$ cat src/rtl/lbist_resp_compactor.sv
// LBIST response compactor: faulty and fault-free MISRs run in lockstep per session,
// signatures are compared at session end and the fault injector is advanced with inc.
module lbist_resp_compactor #(
  parameter int unsigned       RESP_W    = 2,
  parameter int unsigned       MISR_W    = 16,
  parameter logic [MISR_W-1:0] MISR_POLY = 16'h1021,
  parameter logic [MISR_W-1:0] MISR_INIT = 16'h0000,
  parameter int unsigned       PATTERNS  = 32,
  parameter int unsigned       NFAULTS   = 20,
  parameter int unsigned       CNT_W     = 8
) (
  input  logic              i_clk,
  input  logic              i_rst_n,
  input  logic              i_start,
  input  logic [RESP_W-1:0] i_resp,
  input  logic [RESP_W-1:0] i_ref_resp,
  input  logic              i_fault_end,
  output logic              o_pg_load,
  output logic              o_pg_en,
  output logic              o_inc,
  output logic              o_busy,
  output logic              o_done,
  output logic              o_detect_vld,
  output logic              o_detect,
  output logic [CNT_W-1:0]  o_det_cnt,
  output logic [CNT_W-1:0]  o_sess_cnt,
  output logic [MISR_W-1:0] o_sig_out
);

  localparam int unsigned      PAT_W    = (PATTERNS > 1) ? $clog2(PATTERNS) : 1;
  localparam logic [PAT_W-1:0] PAT_LAST = PAT_W'(PATTERNS - 1);

  typedef enum logic [2:0] {StIdle, StLoad, StRun, StCmp, StChk, StDone} state_e;

  state_e             r_state, w_state_d;
  logic [PAT_W-1:0]   r_pat_cnt;
  logic [MISR_W-1:0]  r_misr_f, r_misr_r;
  logic [MISR_W-1:0]  w_misr_f_d, w_misr_r_d;
  logic               r_detect;
  logic [CNT_W-1:0]   r_det_cnt, r_sess_cnt;
  logic [MISR_W-1:0]  r_sig_out;

  function automatic logic [MISR_W-1:0] misr_step(input logic [MISR_W-1:0] m,
                                                   input logic [RESP_W-1:0] r);
    misr_step = {m[MISR_W-2:0], 1'b0} ^ (m[MISR_W-1] ? MISR_POLY : '0) ^ MISR_W'(r);
  endfunction

  assign w_misr_f_d = misr_step(r_misr_f, i_resp);
  assign w_misr_r_d = misr_step(r_misr_r, i_ref_resp);

  always_ff @(posedge i_clk or negedge i_rst_n) begin
    if (!i_rst_n) r_state <= StIdle;
    else          r_state <= w_state_d;
  end

  always_comb begin
    w_state_d = r_state;
    unique case (r_state)
      StIdle, StDone: if (i_start) w_state_d = StLoad;
      StLoad:         w_state_d = StRun;
      StRun:          if (r_pat_cnt == PAT_LAST) w_state_d = StCmp;
      StCmp:          w_state_d = StChk;
      StChk: begin
        // sess_cnt already includes the session just compared
        if (i_fault_end || (r_sess_cnt == CNT_W'(NFAULTS))) w_state_d = StDone;
        else                                                 w_state_d = StLoad;
      end
      default:        w_state_d = StIdle;
    endcase
  end

  always_ff @(posedge i_clk or negedge i_rst_n) begin
    if (!i_rst_n) begin
      r_pat_cnt  <= '0;
      r_misr_f   <= MISR_INIT;
      r_misr_r   <= MISR_INIT;
      r_detect   <= 1'b0;
      r_det_cnt  <= '0;
      r_sess_cnt <= '0;
      r_sig_out  <= '0;
    end else begin
      unique case (r_state)
        StIdle, StDone: begin
          if (i_start) begin
            r_det_cnt  <= '0;
            r_sess_cnt <= '0;
            r_sig_out  <= '0;
          end
        end
        StLoad: begin
          r_misr_f  <= MISR_INIT;
          r_misr_r  <= MISR_INIT;
          r_pat_cnt <= '0;
        end
        StRun: begin
          r_misr_f  <= w_misr_f_d;
          r_misr_r  <= w_misr_r_d;
          r_pat_cnt <= r_pat_cnt + PAT_W'(1);
          // Compare the final signatures as they are written so detect is valid in CMP
          if (r_pat_cnt == PAT_LAST) r_detect <= (w_misr_f_d != w_misr_r_d);
        end
        StCmp: begin
          r_sig_out <= r_misr_f;
          if (r_sess_cnt != '1)             r_sess_cnt <= r_sess_cnt + CNT_W'(1);
          if (r_detect && (r_det_cnt != '1)) r_det_cnt  <= r_det_cnt + CNT_W'(1);
        end
        default: ;
      endcase
    end
  end

  assign o_pg_load    = (r_state == StLoad);
  assign o_pg_en      = (r_state == StRun);
  assign o_inc        = (r_state == StCmp);
  assign o_detect_vld = (r_state == StCmp);
  assign o_busy       = (r_state == StLoad) || (r_state == StRun) ||
                        (r_state == StCmp)  || (r_state == StChk);
  assign o_done       = (r_state == StDone);
  assign o_detect     = r_detect;
  assign o_det_cnt    = r_det_cnt;
  assign o_sess_cnt   = r_sess_cnt;
  assign o_sig_out    = r_sig_out;

endmodule

$ cat config.mk
export PLATFORM = sky130hd
export DESIGN_NAME = lbist_resp_compactor
export DESIGN_NICKNAME = d
export VERILOG_FILES = /design/src/rtl/lbist_resp_compactor.sv
export SDC_FILE = /design/constraint.sdc
export NUM_CORES = 1
export LEC_CHECK = 0
export ABC_AREA = 1
export BUFFER_PORTS_ARGS = -buffer_cell sky130_fd_sc_hd__buf_4
export CELL_PAD_IN_SITES_DETAIL_PLACEMENT = 0
export CELL_PAD_IN_SITES_GLOBAL_PLACEMENT = 1
export CORE_MARGIN = 4
export CORE_UTILIZATION = 28
export CTS_CLUSTER_DIAMETER = 30
export DETAILED_ROUTE_END_ITERATION = 10
export GPL_TIMING_DRIVEN = 0
export PLACE_DENSITY_LB_ADDON = 0.1
export SYNTH_ARGS = -nofsm -noshare
export SYNTH_HDL_FRONTEND = slang
export SYNTH_SLANG_ARGS = --single-unit
$ cat constraint.sdc
create_clock -name i_clk -period 3.2 [get_ports i_clk]
set_input_delay 0.96 -clock i_clk [delete_from_list [all_inputs] [get_ports i_clk]]
set_output_delay 0.96 -clock i_clk [all_outputs]
set_load 0.01 [all_outputs]
# Yosys cells after proc, flatten, opt, wreduce, memory -nomap -nowiden
# Cells that the tools add are included.
[word_totals] in_bits=8 word_cells=59 ff_bits=73 out_inout_bits=39
[classes] reduce_logical=14 eq_ne=14 bitwise_logic=4 n_addsub=3 n_mux=16
[op_table] cell="case mux 16 bit (2 select lines)" n=3
[op_table] cell="case mux 8 bit (2 select lines)" n=2
[op_table] cell="bitwise XOR 16 x 13 -> 16 bit" n=2
[op_table] cell="bitwise XOR 16 x 2 -> 16 bit" n=2
[op_table] cell="2-to-1 mux 13 bit" n=2
[op_table] cell="2-to-1 mux 8 bit" n=3
[op_table] cell="adder 8 x 1 -> 8 bit, second input constant" n=2
[op_table] cell="2-to-1 mux 16 bit" n=1
[op_table] cell="inequality test 16 bit" n=1
[op_table] cell="inequality test 8 bit, second input constant" n=2
[op_table] cell="case mux 3 bit (5 select lines)" n=1
[op_table] cell="case mux 5 bit (2 select lines)" n=1
[op_table] cell="2-to-1 mux 3 bit" n=3
[op_table] cell="equality test 8 x 5 -> 1 bit, second input constant" n=1
[op_table] cell="equality test 3 x 2 -> 1 bit, second input constant" n=2
[op_table] cell="equality test 3 bit, second input constant" n=2
[op_table] cell="inequality test 2 x 1 -> 1 bit, second input constant" n=3
[op_table] cell="AND reduction 2 bit" n=3
[op_table] cell="AND reduction 3 bit" n=2
[op_table] cell="adder 5 x 1 -> 5 bit, second input constant" n=1
[op_table] cell="equality test 5 bit, second input constant" n=1
[op_table] cell="logical OR 1 bit" n=4
[op_table] cell="nonzero test 2 bit" n=2
[op_table] cell="equality test 3 x 1 -> 1 bit, second input constant" n=1
[op_table] cell="other kinds (4)" n=4

# Depth between registers and ports, before layout
# Gate-level depths: netlist (run 1).
[depth] word_depth=4 ltp_mapped=11 mapped_depth_nobuf=11

# Worst setup path after synthesis (run 1)
# OpenSTA, ideal clock, no wires.
[synth_path] path_kind="register -> output" start="register r_state[0]" end="output o_pg_en" path_buffers=0 t_required_ns=2.240 arrival_time_ns=0.898 stages_incl_launch_ff=4 setup_slack_ns=1.342 path_cell_list="dfrtp_1 nor2_1 nand2_1 inv_1"
[synth_via] elab_chain_len=1
[synth_lines] element="start: declaration" line="35" rtl="state_e r_state, w_state_d;"
[synth_lines] element="start signal: assignment" line="52" rtl="if (!i_rst_n) r_state <= StIdle;"
[synth_lines] element="start signal: assignment" line="53" rtl="else r_state <= w_state_d;"
[synth_lines] element="equality test 3 x 2 -> 1 bit" line="113" rtl="assign o_pg_en = (r_state == StRun);"
[synth_lines] element="end: declaration" line="19" rtl="output logic o_pg_en,"
# No other way between the ends.

# Worst setup path in the final report (run 1)
[layout_path] start="register r_state[2]" end="output o_pg_en"
# The elaborated chain is that of the path after synthesis.

==> impl_metrics.env, run 1 <==
export IMPL_status="finished clean"
export IMPL_final_common_cell="nand2_1"
export IMPL_crit_path_top_delay_cell="dfrtp_1"
export IMPL_placed_cell_area_um2=4180
export IMPL_required_ns=2.24
export IMPL_rr_endpoint="r_misr_f[12]"
export IMPL_cts_buffer_depth=2
export IMPL_start_util_pct=28.7
export IMPL_crit_family="flip-flops"
export IMPL_io_buffers=46
export IMPL_drc=0
export IMPL_globalplace_congestion=0.768
export IMPL_gr_total_overflow=0
export IMPL_clock_latency_ns=0.34
export IMPL_crit_start="r_state[2]"
export IMPL_worst_pin_slew_ns=0.995
export IMPL_path_clk_slew_ns=0.06
export IMPL_wl_per_cell_um=14.0
export IMPL_place_inst=685
export IMPL_hold_path_endpoint="o_sig_out[0]"
export IMPL_crit_type="register to output port"
export IMPL_cts_hold_buf=0
export IMPL_critPathLaunchType="register"
export IMPL_clock_root_buffer="clkbuf_16"
export IMPL_dp_hpwl_um=6980
export IMPL_cp_buffers_inverters=2
export IMPL_coreArea_um2=12600
export IMPL_drtPass1Iterations=4
export IMPL_crit_chain="nor2_1, nand2_1, inv_1, buf_4"
export IMPL_holdCritStartpoint="o_sig_out[0]"
export IMPL_grt_max_degree=74
export IMPL_diodes=0
export IMPL_maxCapViolCount=0
export IMPL_cellPowerDensity_nw_per_um2=919
export IMPL_worst_r2r_path_depth=5
export IMPL_synth_area_um2=3620
export IMPL_layout_min_cycle_time_ns=2.56
export IMPL_period_share_pct=80.0
export IMPL_ff2ff_setup_slack_ns=1.45
export IMPL_cts_tree="yes"
export IMPL_antenna_left=0
export IMPL_rsz0062_at_grt="false"
export IMPL_fin_area_um2=4450
export IMPL_grt_usage_pct=14.1
export IMPL_synth_cells=467
export IMPL_cts_max_level=3
export IMPL_drive_gt1_share_pct=15.6
export IMPL_yosysWarnings=0
export IMPL_cp_end_kind="output port"
export IMPL_yosysUniqueCellTypes=31
export IMPL_first_global_vias=2971
export IMPL_die_x_um=122
export IMPL_avgSynthCellArea_um2=7.76
export IMPL_vias=3121
export IMPL_fp_dieArea_um2=14800
export IMPL_via_per_inst=4.46
export IMPL_die_h_um=122
export IMPL_ir_drop_mv=0.310
export IMPL_fmaxAchievable_mhz=391
export IMPL_report_final_setup_viol=0
export IMPL_leakage_uw=0.00227
export IMPL_clock_skew_ns=0.00782
export IMPL_areaGrowthSynthToFinish_pct=22.8
export IMPL_hold_violations=0
export IMPL_fin_cells=699
export IMPL_num_rows=41
export IMPL_maxSlewViolCount=0
export IMPL_final_nets=537
export IMPL_slew_headroom_pct=33.7
export IMPL_hold_slack_ns=0.487
export IMPL_fin_setup_tns_ns=0
export IMPL_drt_wl_total_um=9800
export IMPL_clock_sinks=73
export IMPL_grt_pass1_wl_um=15800
export IMPL_hp_class="register to register"
export IMPL_grt_antenna_before_repair=0
export IMPL_syn_nets=480
export IMPL_max_stage_delay_ns=0.44
export IMPL_hold_path_depth=2
export IMPL_yosysSeqAreaShare_pct=50.4
export IMPL_cts_buffers=9
export IMPL_r2r_start="r_state[2]"
export IMPL_ys_seq_elements=73
export IMPL_cts_setup_buffers=0
export IMPL_num_io_pins=47
export IMPL_drt_iter0_drc=145
export IMPL_arrival_ns=1.60
export IMPL_path_max_fanout=10
export IMPL_cts_resized=0
export IMPL_most_common_layout_cells="nand2_1, dfrtp_1, inv_1"
-- cell usage after synthesis --
library cell  number  area, um2
xnor2_1            1       8.76
inv_2              4       15.0
o21ai_2            2       17.5
nor3b_1            2       15.0
nor3_1             3       15.0
nand2_4            1       11.3
dfrtp_1           73       1830
o21ai_1           13       65.1
nand3b_1           2       15.0
a21oi_1            7       35.0
clkbuf_1           3       11.3
nand2_2            4       25.0
nor2_8             1       20.0
inv_1             61        229
o22ai_1           33        206
nand3_2            1       10.0
a22o_1             2       17.5
buf_2              5       25.0
or2_2              2       12.5
nand2_1          178        668
buf_6              2       22.5
inv_4              1       6.26
o31ai_1            1       7.51
nand3_1           14       70.1
nor2_2             1       6.26
xor2_1             2       17.5
buf_4              1       7.51
nor2_1            32        120
nand4_1            2       12.5
ha_1               5       62.6
o21ai_0            8       40.0
-- routing by layer --
layer	track usage (%)	wire [um]	vias to the layer above
li1	-	-	1594
met1	18.6	4710	1466
met2	22.3	4590	48
met3	2.65	296	13
met4	6.30	204	0
met5	0	0	-
-- state kept, by name (all words and copies together), names as in the netlist --
signal      cells
o_sig_out      16
r_misr_f       16
r_misr_r       16
o_det_cnt       8
o_sess_cnt      8
r_pat_cnt       5
r_state         3
o_detect        1
-- through the flow --
step / power [uW] / utilization, % / setup WS, ns
finish: 4090 / 35.2 / 0.641
detailed placement: 3210 / 33.1 / 0.965
CTS: 4170 / 35.2 / 0.598
global route: 4440 / 35.2 / 0.496
global placement: 3200 / 33.1 / 0.969
floorplan: 2520 / - / 1.34
-- worst register-to-register path, cell delays in order, from the launching register on --
cell and delay, ns:
dfrtp_1 0.44, nor2_1 0.15, nand2_1 0.26, nand2_2 0.33, buf_2 0.31, o22ai_1 0.11
-- cell families (layout without fill, tap and decap cells) --
| logic type | Yosys count | after routing | share of synthesized area (%) |
|---|---|---|---|
| fa+ha+maj | 5 | 5 | 1.73 |
| compound gates | 66 | 66 | 10.7 |
| flops | 73 | 73 | 50.4 |
| simple gates | 243 | 243 | 27.6 |
| xor+xnor | 3 | 3 | 0.726 |
| buf+inv | 77 | 137 | 8.74 |
-- where the power goes --
| group | leakage [uW] | internal (uW) | switching [uW] |
|---|---|---|---|
| clock network | 0.000129 | 560 | 379 |
| registers | 0.000996 | 1190 | 209 |
| logic | 0.00114 | 626 | 1130 |
-- cell type report --
type | instances | area [um2]
Multi-Input combinational cell | 317 | 1480
Buffer | 11 | 66.3
Timing Repair Buffer | 46 | 345
Sequential cell | 73 | 1830
Inverter | 66 | 250
Tap cell | 172 | 215
Fill cell | 1384 | 8170
Clock buffer | 14 | 264
-- worst max-delay path by stage --
stage,to,slack [ns],depth (start not counted)
final,o_pg_en,0.64,4
after detailed placement,o_pg_en,0.97,4
after global routing,o_pg_en,0.50,4
after floorplan,o_pg_en,1.34,3
after CTS,o_pg_en,0.60,4
after global placement,o_pg_en,0.97,4
No activity file was read; power rests on OpenSTA's default activity.
==> inputs of run 2 (changes only) <==
==> constraint.sdc (replaced) <==
create_clock -name i_clk -period 2.1 [get_ports i_clk]
set_input_delay 0.63 -clock i_clk [delete_from_list [all_inputs] [get_ports i_clk]]
set_output_delay 0.63 -clock i_clk [all_outputs]
set_load 0.01 [all_outputs]
==> impl_metrics.env, run 2 (synthesized netlist as in run 1, its figures left out) <==
export IMPL_cp_end_kind="output port"
export IMPL_drt_iter0_drc=162
export IMPL_critPathLaunchType="register"
export IMPL_vias=3117
export IMPL_crit_path_top_delay_cell="dfrtp_2"
export IMPL_fin_setup_tns_ns=0
export IMPL_first_global_vias=2976
export IMPL_antenna_left=0
export IMPL_via_per_inst=4.42
export IMPL_clock_sinks=73
export IMPL_p_int_uw=3670
export IMPL_fmaxAchievable_mhz=499
export IMPL_routed_wl_met2_um=4600
export IMPL_path_max_fanout=11
export IMPL_wl_met3_um=278
export IMPL_pwr_share_seq_pct=33.9
export IMPL_wl_per_cell_um=13.9
export IMPL_clock_root_buffer="clkbuf_16"
export IMPL_path_clk_slew_ns=0.06
export IMPL_cp_buffers_inverters=3
export IMPL_num_rows=41
export IMPL_worst_pin_slew_ns=0.997
export IMPL_period_share_pct=95.5
export IMPL_report_final_setup_viol=0
export IMPL_die_h_um=122
export IMPL_io_buffers=46
export IMPL_die_x_um=122
export IMPL_p_sw_share_pct=41.7
export IMPL_areaGrowthSynthToFinish_pct=24.2
export IMPL_rsz0062_at_grt="false"
export IMPL_required_ns=1.47
export IMPL_p_switching_uw=2630
export IMPL_crit_type="register to output port"
export IMPL_r2r_start="r_state[2]"
export IMPL_hp_class="primary input to asynchronous set/reset pin"
export IMPL_maxSlewViolCount=0
export IMPL_hold_violations=0
export IMPL_cts_buffers=9
export IMPL_grt_antenna_before_repair=0
export IMPL_fp_dieArea_um2=14800
export IMPL_cts_tree="yes"
export IMPL_start_util_pct=28.7
export IMPL_ir_drop_mv=0.465
export IMPL_clock_latency_ns=0.34
export IMPL_maxCapViolCount=0
export IMPL_grt_pass1_wl_um=15800
export IMPL_drt_wl_total_um=9810
export IMPL_layout_min_cycle_time_ns=2.01
export IMPL_cts_buffer_depth=2
export IMPL_most_common_layout_cells="nand2_1, dfrtp_1, inv_1"
export IMPL_worst_r2r_path_depth=6
export IMPL_ff2ff_setup_slack_ns=0.40
export IMPL_leakage_uw=0.00229
export IMPL_drc=0
export IMPL_crit_family="flip-flops"
export IMPL_met1_length_um=4720
export IMPL_clkPwrFrac_pct=22.6
export IMPL_grt_usage_pct=14.1
export IMPL_globalplace_congestion=0.768
export IMPL_clock_skew_ns=0.00724
export IMPL_final_nets=543
export IMPL_dp_hpwl_um=6980
export IMPL_coreArea_um2=12600
export IMPL_grt_max_degree=74
export IMPL_status="finished clean"
export IMPL_drtPass1Iterations=5
export IMPL_max_stage_delay_ns=0.45
export IMPL_drive_gt1_share_pct=17.3
export IMPL_hold_slack_ns=0.415
export IMPL_diodes=0
export IMPL_rr_endpoint="r_misr_f[12]"
export IMPL_num_io_pins=47
export IMPL_combPwrFrac_pct=43.6
export IMPL_final_common_cell="nand2_1"
export IMPL_slew_headroom_pct=33.5
export IMPL_cts_max_level=3
export IMPL_highest_layer="met4"
export IMPL_path_common_cell="buf_4"
export IMPL_gr_total_overflow=0
export IMPL_crit_chain="inv_2, nand2_4, nor2_8, buf_4, buf_4"
export IMPL_arrival_ns=1.38
export IMPL_cellPowerDensity_nw_per_um2=1400
export IMPL_fill_cells=1385
## run 2: worst max path at each step
stage / from / to / slack (ns) / depth (start not counted)
global placement: r_state[2] / o_pg_en / 0.20 / 4
detailed placement: r_state[2] / o_pg_en / 0.20 / 4
finish: r_state[2] / o_inc / 0.09 / 5
CTS: r_state[2] / o_pg_en / 0.01 / 4
floorplan: r_state[0] / o_pg_en / 0.57 / 3
global route: r_state[2] / o_pg_en / 0.02 / 4
## run 2: stage by stage
step	setup WS, ns	instances	instance area, um2	power [uW]	util, %
after floorplan	0.572	467	3620	3830	-
after global placement	0.199	685	4180	4880	33.1
after detailed placement	0.195	685	4180	4890	33.1
after CTS	0.0139	699	4450	6360	35.3
after global routing	0.0183	705	4500	6850	35.7
final	0.0949	705	4500	6300	35.7
## run 2: power by group through the flow
stage / clock, uW / combinational (uW) / sequential [uW]
4_1_cts: 1470 / 2750 / 2130
6_report: 1420 / 2740 / 2130
5_1_grt: 1540 / 3120 / 2190
3_5_place_dp: 0 / 2740 / 2150
3_3_place_gp: 0 / 2730 / 2140
2_1_floorplan: 0 / 1680 / 2150
## run 2: worst register-to-register path: stages (launching register included)
cell     delay [ns]
dfrtp_2        0.45
nor2_1         0.17
nand2_2        0.14
buf_4          0.17
nand2_2        0.22
buf_2          0.31
o22ai_1        0.11
## run 2: repair_timing
| action | CTS | global route |
|---|---|---|
| setup buffers | 0 | 6 |
| gates resized for setup | 2 | 2 |
| pin swaps | 0 | 1 |
| setup endpoints to repair | 1 | 3 |
| hold buffers | 0 | 0 |
## run 2: final cells by class
class	count	area (um2)	area share (%)
Sequential cell	73	1830	40.6
Multi-Input combinational cell	317	1490	33.0
Timing Repair Buffer	52	390	8.68
Clock buffer	14	264	5.87
Inverter	66	250	5.56
Tap cell	172	215	4.78
Buffer	11	66.3	1.47
## run 2: routing by layer
| layer | vias to the layer above | GRT usage, % |
|---|---|---|
| li1 | 1601 | - |
| met3 | 13 | 2.65 |
| met1 | 1462 | 18.7 |
| met2 | 41 | 22.3 |
| met4 | 0 | 6.30 |
| met5 | - | 0 |
==> inputs of run 3 (changes only) <==
--- a/config.mk
+++ b/config.mk
@@ -5,7 +5,6 @@
 export SDC_FILE = /design/constraint.sdc
 export NUM_CORES = 1
 export LEC_CHECK = 0
-export ABC_AREA = 1
 export BUFFER_PORTS_ARGS = -buffer_cell sky130_fd_sc_hd__buf_4
 export CELL_PAD_IN_SITES_DETAIL_PLACEMENT = 0
 export CELL_PAD_IN_SITES_GLOBAL_PLACEMENT = 1
==> impl_metrics.env, run 3 <==
export IMPL_crit_chain="buf_6, or3b_4, inv_8, buf_8, buf_6"
export IMPL_dp_hpwl_um=6270
export IMPL_globalplace_congestion=0.753
export IMPL_worst_slack_ns=-0.0452
export IMPL_p_switching_uw=2210
export IMPL_avgSynthCellArea_um2=10.6
export IMPL_grt_pass1_wl_um=15700
export IMPL_async_flop_share_pct=100
export IMPL_synth_edf_count=0
export IMPL_arrival_ns=1.52
export IMPL_cp_end_kind="output port"
export IMPL_synth_area_um2=3430
export IMPL_cts_tree="yes"
export IMPL_fp_dieArea_um2=14100
export IMPL_num_rows=40
export IMPL_hold_violations=0
export IMPL_start_util_pct=28.6
export IMPL_num_io_pins=47
export IMPL_yosysWarnings=0
export IMPL_synth_commonest_cells="dfrtp_1, nand2_1, a22o_1"
export IMPL_report_final_setup_viol=1
export IMPL_grt_antenna_before_repair=0
export IMPL_cts_buffers=9
export IMPL_yosysSeqAreaShare_pct=53.2
export IMPL_worst_pin_slew_ns=0.967
export IMPL_slew_headroom_pct=35.5
export IMPL_synth_top_area_share_pct=53.2
export IMPL_yosysUniqueCellTypes=52
export IMPL_syn_nets=338
export IMPL_ys_top_cells_by_area="dfrtp_1, a22o_1, nand2_1"
export IMPL_status="finished with violations"
export IMPL_io_buffers=46
export IMPL_clock_sinks=73
export IMPL_path_clk_slew_ns=0.06
export IMPL_yosysTopAreaCell="dfrtp_1"
export IMPL_ff2ff_setup_slack_ns=0.11
export IMPL_fin_setup_tns_ns=-0.0452
export IMPL_coreArea_um2=12000
export IMPL_failed_checks="negative setup slack"
export IMPL_dpl_worst_slack_ns=-0.245
export IMPL_clkPwrFrac_pct=25.4
export IMPL_clock_latency_ns=0.34
export IMPL_drt_iter0_drc=207
export IMPL_ys_seq_elements=73
export IMPL_grt_usage_pct=14.2
export IMPL_via_per_inst=4.91
export IMPL_synth_cells=325
export IMPL_pwr_share_seq_pct=34.4
export IMPL_maxCapViolCount=0
export IMPL_synth_flop_cell="dfrtp_1"
export IMPL_critPathLaunchType="register"
export IMPL_yosysMostFrequentCell="dfrtp_1"
export IMPL_drc=0
export IMPL_combPwrFrac_pct=40.2
export IMPL_first_global_vias=2828
export IMPL_wl_per_cell_um=17.3
export IMPL_rsz0062_at_grt="true"
export IMPL_clock_root_buffer="clkbuf_16"
export IMPL_gr_total_overflow=0
export IMPL_cts_max_level=3
export IMPL_hp_class="primary input to asynchronous set/reset pin"
export IMPL_p_sw_share_pct=38.2
export IMPL_final_nets=407
export IMPL_layout_min_cycle_time_ns=2.15
export IMPL_drive_gt1_share_pct=24.8
export IMPL_path_common_cell="buf_6"
export IMPL_vias=2681
export IMPL_areaGrowthSynthToFinish_pct=29.5
export IMPL_cellPowerDensity_nw_per_um2=1310
export IMPL_most_common_layout_cells="dfrtp_1, buf_4, nand2_1"
export IMPL_clock_skew_ns=0.00975
export IMPL_crit_family="simple AND/OR/NAND/NOR gates"
export IMPL_period_share_pct=102
export IMPL_ir_drop_mv=0.396
export IMPL_crit_type="register to output port"
export IMPL_max_stage_delay_ns=0.42
export IMPL_leakage_uw=0.00213
export IMPL_path_max_fanout=4
export IMPL_die_x_um=119
export IMPL_grt_max_degree=74
export IMPL_crit_path_top_delay_cell="or3b_4"
export IMPL_cp_buffers_inverters=4
export IMPL_drtPass1Iterations=4
export IMPL_drt_wl_total_um=9430
export IMPL_required_ns=1.47
export IMPL_cts_buffer_depth=2
export IMPL_fmaxAchievable_mhz=466
export IMPL_p_int_uw=3590
export IMPL_die_h_um=119
export IMPL_final_common_cell="dfrtp_1"
export IMPL_maxSlewViolCount=0
export IMPL_antenna_left=0
export IMPL_diodes=0
## run 3: cell type report
type,count,area (um2)
flip-flops and latches,73,1830
well taps,147,184
clock inverters,2,12.5
plain buffers,17,114
repair buffers,60,458
inverters,7,46.3
multi-input cells,226,1540
clock buffers,14,264
fillers,1196,7570
## run 3: per-layer routing
metal	GRT usage, %	share of wire [%]
met1	18.9	49
met2	22.5	46
met3	2.78	3.2
met4	5.87	2.2
met5	0	0
## run 3: final timing paths
| kind | startpoint | to | cells after the start |
|---|---|---|---|
| max | r_state[0] | o_pg_en | 5 |
| min in group i_clk | o_sig_out[0] | o_sig_out[0] | 2 |
| min | i_rst_n | o_sess_cnt[7] | 1 |
| min reg2reg | o_sig_out[0] | o_sig_out[0] | 2 |
| max in group asynchronous | i_rst_n | r_state[1] | 1 |
| max reg2reg | r_state[2] | o_det_cnt[7] | 5 |
## run 3: logic make-up after synthesis
family / share of synthesized area (%)
AOI/OAI and AO/OA: 16.5
and+or+nand+nor: 17.3
adders and majority gates: 1.82
muxes: 0.583
xor gates and xnor gates: 7.15
buffers and inverters: 3.43
DFF: 53.2
## run 3: what timing repair did
item,in CTS,in global routing
setup endpoints to repair,17,29
pin swaps,2,3
gates resized for setup,21,7
setup buffers,13,1
hold buffers,0,0
cloned,0,0
## run 3: power groups by stage
stage | combinational [uW] | sequential, uW | clock [uW]
2_1_floorplan | 1280 | 1980 | 0
3_3_place_gp | 2040 | 2010 | 0
3_5_place_dp | 2040 | 2010 | 0
4_1_cts | 2340 | 2000 | 1510
5_1_grt | 2590 | 2050 | 1560
6_report | 2330 | 1990 | 1470
## run 3: through the flow
step                util (%)  power (uW)  hold slack (ns)  std cells  cell area, um2
finish                  37.0        5800            0.431        546            4440
global route            37.0        6200            0.528        546            4440
CTS                     36.7        5840            0.503        546            4410
detailed placement      33.0        4050            0.491        518            3960
global placement        33.0        4050            0.489        518            3960
floorplan                  -        3260            0.334        325            3430
